[src/rtl/dpram_reader.sv]
// Streams word_cnt words from a dual-port RAM read port into a small FIFO with a
// valid/ready output. Define DPRAM_READER_BYTESWAP_EN to byte-reverse each output word.
module dpram_reader #(
    parameter int ADDR_W     = 13,
    parameter int DATA_W     = 64,
    parameter int CNT_W      = 14,
    parameter int FIFO_DEPTH = 4
) (
    input  logic              clk,
    input  logic              rst,
    input  logic              start,
    input  logic [ADDR_W-1:0] start_addr,
    input  logic [CNT_W-1:0]  word_cnt,
    output logic [ADDR_W-1:0] addrb,
    output logic              enb,
    input  logic [DATA_W-1:0] doutb,
    output logic [DATA_W-1:0] m_data,
    output logic              m_valid,
    input  logic              m_ready,
    output logic              busy,
    output logic              done
);
    localparam int PTR_W = $clog2(FIFO_DEPTH);
    localparam int OCC_W = PTR_W + 1;

    typedef enum logic [1:0] {IDLE, READ, DRAIN} state_t;

    state_t            state_reg, state_next;
    logic              done_reg, done_next;
    logic [ADDR_W-1:0] addr_reg;
    logic [CNT_W-1:0]  remain_reg;
    logic              inflight_reg;
    logic [PTR_W-1:0]  wr_ptr_reg, rd_ptr_reg;
    logic [OCC_W-1:0]  count_reg;
    logic [OCC_W-1:0]  occupancy;
    logic [DATA_W-1:0] mem [FIFO_DEPTH];
    logic [DATA_W-1:0] head_word, out_word;
    logic              issue, push, pop, credit_ok;

    // A read is only issued when the FIFO is guaranteed room for its return.
    assign occupancy = count_reg + OCC_W'(inflight_reg);
    assign credit_ok = occupancy < OCC_W'(FIFO_DEPTH);
    assign push      = inflight_reg;
    assign pop       = m_valid & m_ready;

    always_comb begin
        state_next = state_reg;
        done_next  = 1'b0;
        issue      = 1'b0;
        case (state_reg)
            IDLE: begin
                if (start)
                    state_next = READ;
            end
            READ: begin
                if (remain_reg == '0) begin
                    state_next = IDLE;
                    done_next  = 1'b1;
                end else if (credit_ok) begin
                    issue = 1'b1;
                    if (remain_reg == CNT_W'(1))
                        state_next = DRAIN;
                end
            end
            DRAIN: begin
                // All reads issued: the last word leaves when only one remains anywhere.
                if (pop && count_reg == OCC_W'(1) && !inflight_reg) begin
                    state_next = IDLE;
                    done_next  = 1'b1;
                end
            end
            default: state_next = IDLE;
        endcase
    end

    always_ff @(posedge clk) begin
        if (rst) begin
            state_reg    <= IDLE;
            done_reg     <= 1'b0;
            addr_reg     <= '0;
            remain_reg   <= '0;
            inflight_reg <= 1'b0;
            wr_ptr_reg   <= '0;
            rd_ptr_reg   <= '0;
            count_reg    <= '0;
        end else begin
            state_reg    <= state_next;
            done_reg     <= done_next;
            inflight_reg <= issue;
            if (state_reg == IDLE && start) begin
                addr_reg   <= start_addr;
                remain_reg <= word_cnt;
            end else if (issue) begin
                addr_reg   <= addr_reg + ADDR_W'(1);
                remain_reg <= remain_reg - CNT_W'(1);
            end
            if (push)
                wr_ptr_reg <= wr_ptr_reg + PTR_W'(1);
            if (pop)
                rd_ptr_reg <= rd_ptr_reg + PTR_W'(1);
            case ({push, pop})
                2'b10:   count_reg <= count_reg + OCC_W'(1);
                2'b01:   count_reg <= count_reg - OCC_W'(1);
                default: count_reg <= count_reg;
            endcase
        end
    end

    always_ff @(posedge clk) begin
        if (push && !rst)
            mem[wr_ptr_reg] <= doutb;
    end

    assign head_word = mem[rd_ptr_reg];

`ifdef DPRAM_READER_BYTESWAP_EN
    for (genvar gi = 0; gi < DATA_W / 8; gi++) begin : g_swap
        assign out_word[gi*8 +: 8] = head_word[(DATA_W/8 - 1 - gi)*8 +: 8];
    end
`else
    assign out_word = head_word;
`endif

    assign m_valid = (count_reg != '0);
    assign m_data  = m_valid ? out_word : '0;
    assign addrb   = addr_reg;
    assign enb     = issue;
    assign busy    = (state_reg != IDLE);
    assign done    = done_reg;

endmodule

[config.mk]
export PLATFORM = sky130hd
export DESIGN_NAME = dpram_reader
export DESIGN_NICKNAME = d
export VERILOG_FILES = /design/src/rtl/dpram_reader.sv
export SDC_FILE = /design/constraint.sdc
export NUM_CORES = 1
export LEC_CHECK = 0
export BUFFER_PORTS_ARGS = -buffer_cell sky130_fd_sc_hd__buf_2
export CAP_MARGIN = 20
export CORE_MARGIN = 2
export CORE_UTILIZATION = 61
export DETAILED_ROUTE_END_ITERATION = 16
export PLACE_DENSITY = 0.86
export SYNTH_ARGS = -nofsm -noshare
export SYNTH_HDL_FRONTEND = slang
export SYNTH_SLANG_ARGS = --single-unit
[constraint.sdc]
create_clock -name clk -period 5.85 [get_ports clk]
set_clock_uncertainty 0.15 [all_clocks]
set_input_delay 0.2925 -clock clk [delete_from_list [all_inputs] [get_ports clk]]
set_output_delay 0.2925 -clock clk [all_outputs]
set_load 0.1 [all_outputs]
# == Word level (Yosys, flattened, before mapping) ==
# Memories as Yosys holds them, arrays and structs flattened. A register that Yosys moved wholly into a read port is not among the register bits.
# Index checks and enable logic that the tools add are counted.
# totals
regBits,38
mem_bits_rw,256
in_bits,95
out_inout_bits,81
elab_cells,63
n_memories,1
# mem_list
name,depth,word_bits,read_ports,rd_clocked_by_memory_dff,write_ports,line_no,rtl
mem,4,64,1,1,1,36,logic [DATA_W-1:0] mem [FIFO_DEPTH];
# op_classes
n_addsub,7
order_cmp,1
n_eq_ne,10
mux,22
bitwise,1
n_reduce_logical,13
# ops
operator,count
2-to-1 mux 64 bit,1
2-to-1 mux 14 bit,2
2-to-1 mux 13 bit,2
"== test 14 x 1 -> 1 bit, second input constant",1
logical NOT 14 bit,1
2-to-1 mux 2 bit,7
"subtractor 14 x 1 -> 14 bit, second input constant",1
"adder 13 x 1 -> 13 bit, second input constant",1
2-to-1 mux 1 bit,7
"!= test 3 bit, second input constant",2
case mux 2 bit (3 select lines),1
case mux 3 bit (2 select lines),1
nonzero test 2 bit,3
"adder 2 x 1 -> 2 bit, second input constant",2
"== test 2 x 1 -> 1 bit, second input constant",2
"== test 2 bit, second input constant",2
logical AND 1 bit,4
"!= test 2 bit, second input constant",2
AND reduction 4 bit,1
adder 3 x 1 -> 3 bit,1
"adder 3 x 1 -> 3 bit, second input constant",1
"== test 3 x 1 -> 1 bit, second input constant",1
"less-than comparator 3 bit, second input constant",1
nonzero test 3 bit,1
5 further kinds,6

# == Longest topological paths before layout ==
# Gate-level depths: netlist of run 1.
# logic_depth
word_depth,7
depth_mapped,9

# == Worst setup path after synthesis of run 1 ==
# Ideal clock, no wire load.
# synth_path
path_type,reg-to-output
startpoint,reg count_reg[0]
endpoint,out m_data[54]
t_arrival_ns,2.595
required_ns,5.408
slack_ns,2.813
stages_incl_launch_ff,6
n_path_buf,1
path_cell_list,dfxtp_1 -> inv_1 -> ha_1 -> nand2b_1 -> clkbuf_1 -> and2_1
# synth_via
elab_chain_cells,2
# synth_rtl
element,line_no,rtl
"start, declared",34,logic [OCC_W-1:0] count_reg;
"start signal, assigned",102,2'b10: count_reg <= count_reg + OCC_W'(1);
"start signal, assigned",103,2'b01: count_reg <= count_reg - OCC_W'(1);
"start signal, assigned",104,default: count_reg <= count_reg;
nonzero test 3 bit,124,assign m_valid = (count_reg != '0);
named net m_valid,18,"output logic m_valid,"
2-to-1 mux 64 bit,125,assign m_data = m_valid ? out_word : '0;
"end, declared",17,"output logic [DATA_W-1:0] m_data,"
# The timed path passes the listed nets, and every way through them passes these cells.

# == Worst setup path in the final report of run 1 ==
# layout_path
startpoint,reg remain_reg[2]
endpoint,out enb
# layout_via
elab_chain_cells,3
# layout_rtl
element,line_no,rtl
"start, declared",31,logic [CNT_W-1:0] remain_reg;
"start signal, assigned",92,remain_reg <= word_cnt;
"start signal, assigned",95,remain_reg <= remain_reg - CNT_W'(1);
logical NOT 14 bit,56,if (remain_reg == '0) begin
2-to-1 mux 1 bit,56,
2-to-1 mux 1 bit,50,case (state_reg)
"end, declared",15,"output logic enb,"
# Every way passes these cells.

==> results of run 1 <==
[path summary, 6_finish.rpt]
check                      from             to  slack [ns]  depth (start not counted)
setup / recovery  remain_reg[2]            enb        2.21                          5
setup reg to reg  remain_reg[2]       addrb[0]        2.89                          6
hold / removal          m_ready  rd_ptr_reg[0]        0.08                          4
hold reg to reg    state_reg[0]   state_reg[0]        0.35                          2
[metrics by stage]
| stage | power (mW) | std cells | worst slack [ns] |
|---|---|---|---|
| global route | 7.889 | 1226 | 2.007 |
| CTS | 7.621 | 1226 | 2.210 |
| floorplan | 5.299 | 672 | 2.813 |
| detailed placement | 5.814 | 1084 | 2.792 |
| finish | 7.619 | 1227 | 2.212 |
| global placement | 5.768 | 1084 | 2.856 |
[worst max-delay path: stages (launching register included)]
cell,delay [ns]
dfxtp_1,0.36
or4_1,0.68
or4_4,0.57
o211ai_2,0.56
inv_2,0.16
buf_2,0.34
[cell usage in the layout (no fill, tap or decap), types with 13 or more instances in the layout]
cell type        n
mux4_2          64
a311oi_1        17
buf_2          175
dlygate4sd3_1   92
clkbuf_16       29
nor2_1          38
edfxtp_1       256
and2_1          66
dfxtp_1         38
inv_1           13
or3_1           16
ha_1            17
[Yosys cell counts (2+ instances only)]
| cell | count | area share [%] |
|---|---|---|
| nand2_1 | 12 | 0.38 |
| dfxtp_1 | 40 | 6.7 |
| nand3_1 | 7 | 0.29 |
| o31ai_1 | 7 | 0.44 |
| xnor2_1 | 4 | 0.29 |
| nand4_1 | 3 | 0.16 |
| nor3_1 | 2 | 0.084 |
| buf_2 | 2 | 0.084 |
| o21ai_0 | 4 | 0.17 |
| nor4_1 | 3 | 0.16 |
| o21ai_1 | 10 | 0.42 |
| o2111ai_2 | 2 | 0.25 |
| or3_1 | 16 | 0.84 |
| nor2_1 | 38 | 1.2 |
| and3_1 | 2 | 0.11 |
| buf_1 | 7 | 0.22 |
| nand2b_1 | 3 | 0.16 |
| ha_1 | 17 | 1.8 |
| and2_1 | 70 | 3.7 |
| edfxtp_1 | 256 | 65 |
| inv_1 | 13 | 0.41 |
| o2111ai_1 | 2 | 0.15 |
| or4_1 | 9 | 0.57 |
| a211oi_1 | 8 | 0.50 |
| a21oi_1 | 3 | 0.13 |
| a311oi_1 | 17 | 1.2 |
| xor2_1 | 8 | 0.59 |
| clkbuf_1 | 24 | 0.76 |
| mux2i_1 | 3 | 0.25 |
| mux4_2 | 64 | 12 |
[area by class of cell]
type | count | share of cell area [%]
inverter | 14 | 0.3535
timing repair buffer | 273 | 12.39
antenna | 1 | 0.01683
tap | 265 | 2.231
clock buffer | 35 | 5.034
sequential | 296 | 57.14
clock inverter | 15 | 1.010
multi-input combinational | 328 | 21.83
[logic make-up after synthesis]
| family | share of synthesized area, % |
|---|---|
| compound gates | 4.149 |
| xor+xnor | 0.8823 |
| fa+ha+maj | 1.785 |
| buf+inv | 1.597 |
| flops | 71.25 |
| mux | 12.35 |
| simple gates | 7.982 |
[metal layers]
metal	track usage [%]	part of all wire [%]	routed length (um)
met2	45.54	53	13840
met4	6.966	2.1	540
met3	4.998	7.6	2003
met1	31.95	37	9818
met5	0	0	0
[power by group through the flow]
stage | logic (mW) | registers, mW | clock network [mW]
finish | 3.25 | 2.60 | 1.77
global route | 3.39 | 2.63 | 1.87
CTS | 3.24 | 2.60 | 1.78
detailed placement | 3.17 | 2.64 | 0
global placement | 3.13 | 2.63 | 0
floorplan | 2.60 | 2.70 | 0
[what timing repair did]
action | CTS | global route
hold buffers | 92 | 0
hold endpoints to repair | 284 | 0
setup buffers | 0 | 0
==> run summary, run 1 <==
- completed — status
- 1 — H-Tree Depth
- 175 — Buffers on Ports
- 3.638 ns — post-route minimum period
- 61.61% — initial standard-cell utilization of the core
- 0 — DR DRC count
- 71.25% — post-synthesis sequential area ratio
- 44.75% — switching power share of the total
- edfxtp_1 — flip-flop cell with the highest count after synthesis
- flip-flop — kind of start point of the critical path
- 0 — final count of pins violating max slew
- 396 — Initial DRC Count
- reg2out — type of the setup path with the least slack
- 51 — site row count
- false — RSZ-0062 raised after global routing
- 7,158 — via count
- 256 — number of enable flip-flop cells after synthesis
- 296 — clock tree sinks
- 176 — Boundary Pins
- 6 — number of detailed-routing iterations run before antenna repair
- 1,053 — nets@finish
- 296 — FF+latch count, synth
- 46 — Distinct cells, synth
- 0 — number of nets with antenna violations after detailed routing
- 0 — maximum capacitance violations
- 28 — number of clock buffers inserted by TritonCTS
- 34.77% — Rel. slew slack
- 23.2% — clock share of power
- in2reg — kind of path behind the tightest hold check
- 143.7 um — Die Y
- 26,210 um — Final Routed Wirelength
- 256 — number of flip-flops under the largest register name
- 4.209 mW — Cell Int Power
- 0% — fraction of registers with async set or reset after synthesis
- 0 — GR Overflow Total
- 14,070 um — detailed placer's ending HPWL
- 672 — Gate Count Post-Synth
- yes — TritonCTS clock tree
- 0 — final hold vios
- 5.834 — Via-to-Cell Ratio
- 0.2749 GHz — maximum clock rate
- 8493 um^2 — FF/Latch Area
- 1 — antenna violations before repair
- 0 — post-cts repair resize count
- 11,910 um^2 — cell area after synthesis
- 0.08367 ns — Post-Route Hold Slack
- 0.52 ns — insertion delay to the later sink of the worst-skew pair
- 31.11% — fraction of final layout cells sized beyond drive strength 1
- 67 — pin count of the biggest net entering global routing
- 7,367 — number of global-route vias before repair
- 0.06 ns — Clock Pin Slew Worst Setup and Hold Paths
- 3.20 ns — Data arrival, critical path
- 3 — deepest clock path buffer count
- 24.78% — Area growth syn-to-layout
- 42.7% — Comb pwr share
- 1,030 — number of filler instances in the final layout
- 0.9784 ns — transition time at the pin with the least slew margin
- clkbuf_16 — Clk Tree Root Cell
- 0 — Synth warnings
- 76.88% — Post-Route Utilization
- 431.1 uV — IR drop worst, VDD
- 17.73 um^2 — synthesized area per cell
- 25.47% — Total Routing Usage GR
- 5.229 nW — standby leakage power
- 13,040 um^2 — cell area after placement
- 62.18% — Tcrit/Tclk final
- 14,860 um^2 — fin area
- 5.41 ns — required time at the endpoint of the critical path
- 0 — final setup violation count
- 21.36 um — Wirelength per Cell
- 3.410 mW — Switching Power
- 39,980 um — global-route wire length before repair
- 19,330 um^2 — Std-Cell Core Area
- 3244 um^2 — multi-input gate area in the final layout
- 34.1% — share of power burned in registers
- primary output — Worst Setup End Kind
- 0.7992 — final estimated routing congestion in global placement
- 0 ns — final total negative setup slack
- 16 — Worst Path Max Fanout
- 512.6 nW/um^2 — power per unit of standard cell area
- 20,660 um^2 — overall die area
- 143.7 um — chip width
- 784 — syn nets
Note: power is estimated with default switching activity, not from simulation.
==> inputs of run 2 (changes only) <==
CORE_UTILIZATION = 51   (was 61)
PLACE_DENSITY = 0.77   (was 0.86)
clock period = 3.33 ns   (was 5.85 ns; I/O delays follow)
==> run summary, run 2 (synthesis gave the netlist of run 1 again) <==
- completed — status
- 0 — Antenna Cells, -1
- 12 — Worst Path Max Fanout, -4
- 14,480 um — detailed placer's ending HPWL, +2.9%
- 7,193 — number of global-route vias before repair, -2.4%
- 32.27% — fraction of final layout cells sized beyond drive strength 1, +1.2 points
- 37,960 um — global-route wire length before repair, -5.1%
- 175 — Buffers on Ports, unchanged
- 3.01 ns — required time at the endpoint of the critical path, -2.40 ns
- 0.03886 ns — Post-Route Hold Slack, -0.04481 ns
- 0 — final setup violation count, unchanged
- 0 ns — final total negative setup slack, unchanged
- 889.5 nW/um^2 — power per unit of standard cell area, +74%
- 0 — final hold vios, unchanged
- 0 — final count of pins violating max slew, unchanged
- 27.12% — Area growth syn-to-layout
- primary output — Worst Setup End Kind
- 0 — antenna violations before repair, -1
- 1,289 — count of non-filler cells in the finished layout, +5.1%
- 451 — Initial DRC Count, +14%
- reg2out — type of the setup path with the least slack
- edfxtp_1 — most frequent standard cell in the layout excluding fill and tap cells
- 13.47 mW — overall power after layout, +77%
- 1 — H-Tree Depth, unchanged
- 0.8208 — final estimated routing congestion in global placement, +2.7%
- 52.30% — initial standard-cell utilization of the core, -9.3 points
- false — RSZ-0062 raised after global routing
- 0 — GR Overflow Total, unchanged
- 256 — number of flip-flops under the largest register name, unchanged
- in2reg — kind of path behind the tightest hold check
- 13,270 um^2 — cell area after placement, +1.7%
- 0 — maximum capacitance violations, unchanged
- 0 — DR DRC count, unchanged
- 0.07 ns — Clock Pin Slew Worst Setup and Hold Paths, about the same
- 0.53 ns — insertion delay to the later sink of the worst-skew pair, about the same
- flip-flop — kind of start point of the critical path
- 0.5590 ns — transition time at the pin with the least slew margin, -0.4195 ns
- 6,900 — via count, -3.6%
- 15,140 um^2 — fin area, +1.9%
- 0 — number of nets with antenna violations after detailed routing, unchanged
- 1,142 — number of placed cells counting well taps, +5.4%
- 1,065 — nets@finish, +1.1%
- 5.353 — Via-to-Cell Ratio, -8.2%
- 18.76 um — Wirelength per Cell, -12%
- 176 — Boundary Pins, unchanged
- 95.99% — Tcrit/Tclk final
- 5.339 nW — standby leakage power, +2.1%
- 22,780 um^2 — Std-Cell Core Area, +18%
- 55 — site row count, +7.8%
- 62.64% — Rel. slew slack, +28 points
- 3.196 ns — post-route minimum period
- 0.50 ns — worst reg2reg setup slack, -2.39 ns
- clkbuf_16 — Clk Tree Root Cell
- 24,600 um^2 — overall die area, +19%
- 24,190 um — Final Routed Wirelength, -7.7%
- edfxtp_1 (256), buf_2 (175), dlygate4sd3_1 (93) — highest-count cells in the layout ignoring fill and taps
- 3 — deepest clock path buffer count, unchanged
- 296 — clock tree sinks, unchanged
- 0 — postcts setup bufs, unchanged
- 46 — pin count of the biggest net entering global routing, -31%
- yes — TritonCTS clock tree
- 2.88 ns — Data arrival, critical path, -0.32 ns
- 0.3128 GHz — maximum clock rate
- 19.83% — Total Routing Usage GR, -5.6 points
- 156.8 um — Die Y, +9.1%
- 156.8 um — chip width, +9.1%
- 4 — number of detailed-routing iterations run before antenna repair, -2
- 629.3 uV — IR drop worst, VDD, +46%
- 29 — number of clock buffers inserted by TritonCTS, +3.6%
run 2: critical path, stage by stage (launching register included):
cell,delay [ns]
dfxtp_1,0.36
or4_1,0.67
or4_4,0.58
o211ai_4,0.30
inv_2,0.12
buf_2,0.31
run 2: final timing paths:
| kind | end | start | cells after the start |
|---|---|---|---|
| setup / recovery | enb | remain_reg[2] | 5 |
| hold / removal | count_reg[0] | rst | 3 |
| setup reg to reg | addrb[8] | remain_reg[2] | 6 |
| hold reg to reg | state_reg[0] | state_reg[0] | 2 |
run 2: report_power, final:
part / leakage [nW] / internal, mW / total [mW] / switching [mW]
registers: 2.64 / 4.27 / 4.45 / 0.181
logic: 2.26 / 1.39 / 5.88 / 4.49
clock network: 0.445 / 1.78 / 3.14 / 1.36
run 2: per-stage QoR:
step	worst slack, ns	util, %
3_5_place_dp	0.5888	58.26
6_report	0.1336	66.48
2_1_floorplan	0.4185	-
4_1_cts	0.07029	66.44
3_3_place_gp	0.6628	58.26
5_1_grt	0.005605	66.48
run 2: area by class of cell:
type | count | area [um^2]
Sequential cell | 296 | 8496
Fill cell | 1539 | 7635
Clock buffer | 33 | 740.7
Inverter | 14 | 52.55
Clock inverter | 21 | 192.7
Tap cell | 313 | 391.6
Timing Repair Buffer | 284 | 2014
Multi-Input combinational cell | 328 | 3256
run 2: repair_timing:
| item | CTS | global route |
|---|---|---|
| resized for setup | 0 | 1 |
| hold endpoints to repair | 288 | 0 |
| endpoints found under the setup margin | 0 | 1 |
| hold buffers | 93 | 0 |
run 2: routing by layer:
metal / GRT usage [%] / part of all wire [%] / up-vias
met5: 0 / 0 / -
met4: 4.893 / 1.9 / 0
met3: 4.237 / 6.6 / 36
met2: 35.03 / 51 / 218
met1: 25.12 / 41 / 3409
li1: - / - / 3237
==> inputs of run 3 (changes only) <==
CAP_MARGIN = 25   (was 20)
CTS_BUF_LIST = sky130_fd_sc_hd__clkbuf_16   (was not set)
==> run summary, run 3 (synthesis gave the netlist of run 1 again) <==
- 0 ns — final total negative setup slack, unchanged
- 55 — site row count, unchanged
- 7,195 — number of global-route vias before repair, +0.028%
- 0 — final count of pins violating max slew, unchanged
- 296 — clock tree sinks, unchanged
- false — RSZ-0062 raised after global routing
- 24,180 um — Final Routed Wirelength, about the same
- 1,065 — nets@finish, unchanged
- clkbuf_16 — Clk Tree Root Cell
- 32.27% — fraction of final layout cells sized beyond drive strength 1, unchanged
- reg2out — type of the setup path with the least slack
- 66.48% — Post-Route Utilization, unchanged
- edfxtp_1 (256), buf_2 (175), dlygate4sd3_1 (93) — highest-count cells in the layout ignoring fill and taps
- 256 — number of flip-flops under the largest register name, unchanged
- 52.30% — initial standard-cell utilization of the core, unchanged
- 156.8 um — chip width, unchanged
- 0.3129 GHz — maximum clock rate, about the same
- 7.426 mW — Cell Int Power, -0.17%
- 62.64% — Rel. slew slack, unchanged
- primary output — Worst Setup End Kind
- 5.355 — Via-to-Cell Ratio, about the same
- 1 — H-Tree Depth, unchanged
- 0.8208 — final estimated routing congestion in global placement, unchanged
- 888.7 nW/um^2 — power per unit of standard cell area, about the same
- 6.031 mW — Switching Power, about the same
- 0.53 ns — insertion delay to the later sink of the worst-skew pair, about the same
- 175 — Buffers on Ports, unchanged
- flip-flop — kind of start point of the critical path
- 0 — Antenna Cells, unchanged
- 6,902 — via count, +0.029%
- 1,539 — number of filler instances in the final layout, unchanged
- 0 — maximum capacitance violations, unchanged
- 0.07 ns — Clock Pin Slew Worst Setup and Hold Paths, about the same
- 37,960 um — global-route wire length before repair, about the same
- 629.7 uV — IR drop worst, VDD, about the same
- edfxtp_1 — most frequent standard cell in the layout excluding fill and tap cells
- 0 — final hold vios, unchanged
- 19.83% — Total Routing Usage GR, unchanged
- 176 — Boundary Pins, unchanged
- 22,780 um^2 — Std-Cell Core Area, unchanged
- 44.82% — switching power share of the total, about the same
- in2reg — kind of path behind the tightest hold check
- 0 — final setup violation count, unchanged
- 18.76 um — Wirelength per Cell, about the same
- 33.1% — share of power burned in registers, about the same
- 3.01 ns — required time at the endpoint of the critical path, about the same
- 3.196 ns — post-route minimum period, -0.0001510 ns
- 4 — number of detailed-routing iterations run before antenna repair, unchanged
- 27.12% — Area growth syn-to-layout, unchanged
- 12 — Worst Path Max Fanout, unchanged
- 0 — GR Overflow Total, unchanged
- 5.355 nW — standby leakage power, +0.31%
- 13,270 um^2 — cell area after placement, unchanged
- 2.88 ns — Data arrival, critical path, about the same
- 447 — Initial DRC Count, -0.89%
- 0 — number of nets with antenna violations after detailed routing, unchanged
- 24,600 um^2 — overall die area, unchanged
- 29 — number of clock buffers inserted by TritonCTS, unchanged
- 3 — deepest clock path buffer count, unchanged
- 0.50 ns — worst reg2reg setup slack, about the same
- 43.7% — Comb pwr share, about the same
- 14,480 um — detailed placer's ending HPWL, unchanged
- 23.3% — clock share of power, about the same
- 156.8 um — Die Y, unchanged
- 15,140 um^2 — fin area, unchanged
- 95.98% — Tcrit/Tclk final, about the same
- 0 — DR DRC count, unchanged
- 0.5590 ns — transition time at the pin with the least slew margin, unchanged
- 0 — antenna violations before repair, unchanged
- 46 — pin count of the biggest net entering global routing, unchanged
- completed — status
- yes — TritonCTS clock tree
==> run 3: final timing paths <==
| check | startpoint | end | cells past startpoint |
|---|---|---|---|
| max reg2reg | remain_reg[2] | addrb[8] | 6 |
| min reg2reg | state_reg[0] | state_reg[0] | 2 |
| max | remain_reg[2] | enb | 5 |
| min | rst | count_reg[0] | 3 |
==> run 3: power by group through the flow <==
| stage | Clock [mW] | Sequential, mW | Combinational (mW) |
|---|---|---|---|
| after detailed placement | 0 | 4.52 | 5.80 |
| final | 3.13 | 4.45 | 5.87 |
| after floorplan | 0 | 4.74 | 4.56 |
| after global placement | 0 | 4.51 | 5.76 |
| after global routing | 3.34 | 4.48 | 6.18 |
| after CTS | 3.20 | 4.45 | 5.90 |
==> run 3: repair_timing <==
action / 4_1_cts / 5_1_grt
gates resized for setup: 0 / 1
buffers inserted: 0 / 0
hold endpoints to repair: 288 / 0
hold buffers: 93 / 0
endpoints found under the setup margin: 0 / 1
==> run 3: metal layers <==
metal / part of all wire, % / vias up / GRT usage (%) / wire [um]
li1: - / 3237 / - / -
met1: 41 / 3420 / 25.12 / 9949
met2: 51 / 207 / 35.03 / 12260
met3: 6.3 / 38 / 4.237 / 1525
met4: 1.9 / 0 / 4.893 / 452
met5: 0 / - / 0 / 0
==> run 3: per-stage QoR <==
step                      hold WS (ns)  instances  worst slack, ns  total power, mW
final                          0.04030       1289           0.1337            13.46
after global routing           0.06499       1289         0.005605            14.00
after CTS                      0.02894       1289          0.07029            13.54
after detailed placement        0.2317       1142           0.5888            10.32
after global placement          0.2313       1142           0.6628            10.28
after floorplan                 0.1154        672           0.4185            9.310
==> run 3: critical path: stages, from the launching register on <==
cell	delay [ns]
dfxtp_1	0.36
or4_1	0.67
or4_4	0.58
o211ai_4	0.30
inv_2	0.12
buf_2	0.31
==> run 3: final cells by class <==
cell class / instances / area [um^2] / area share (%)
sequential: 296 / 8496 / 56.10
multi-input combinational: 328 / 3256 / 21.50
timing repair buffer: 284 / 2014 / 13.30
clock buffer: 29 / 725.7 / 4.792
tap: 313 / 391.6 / 2.586
clock inverter: 25 / 207.7 / 1.372
inverter: 14 / 52.55 / 0.3470
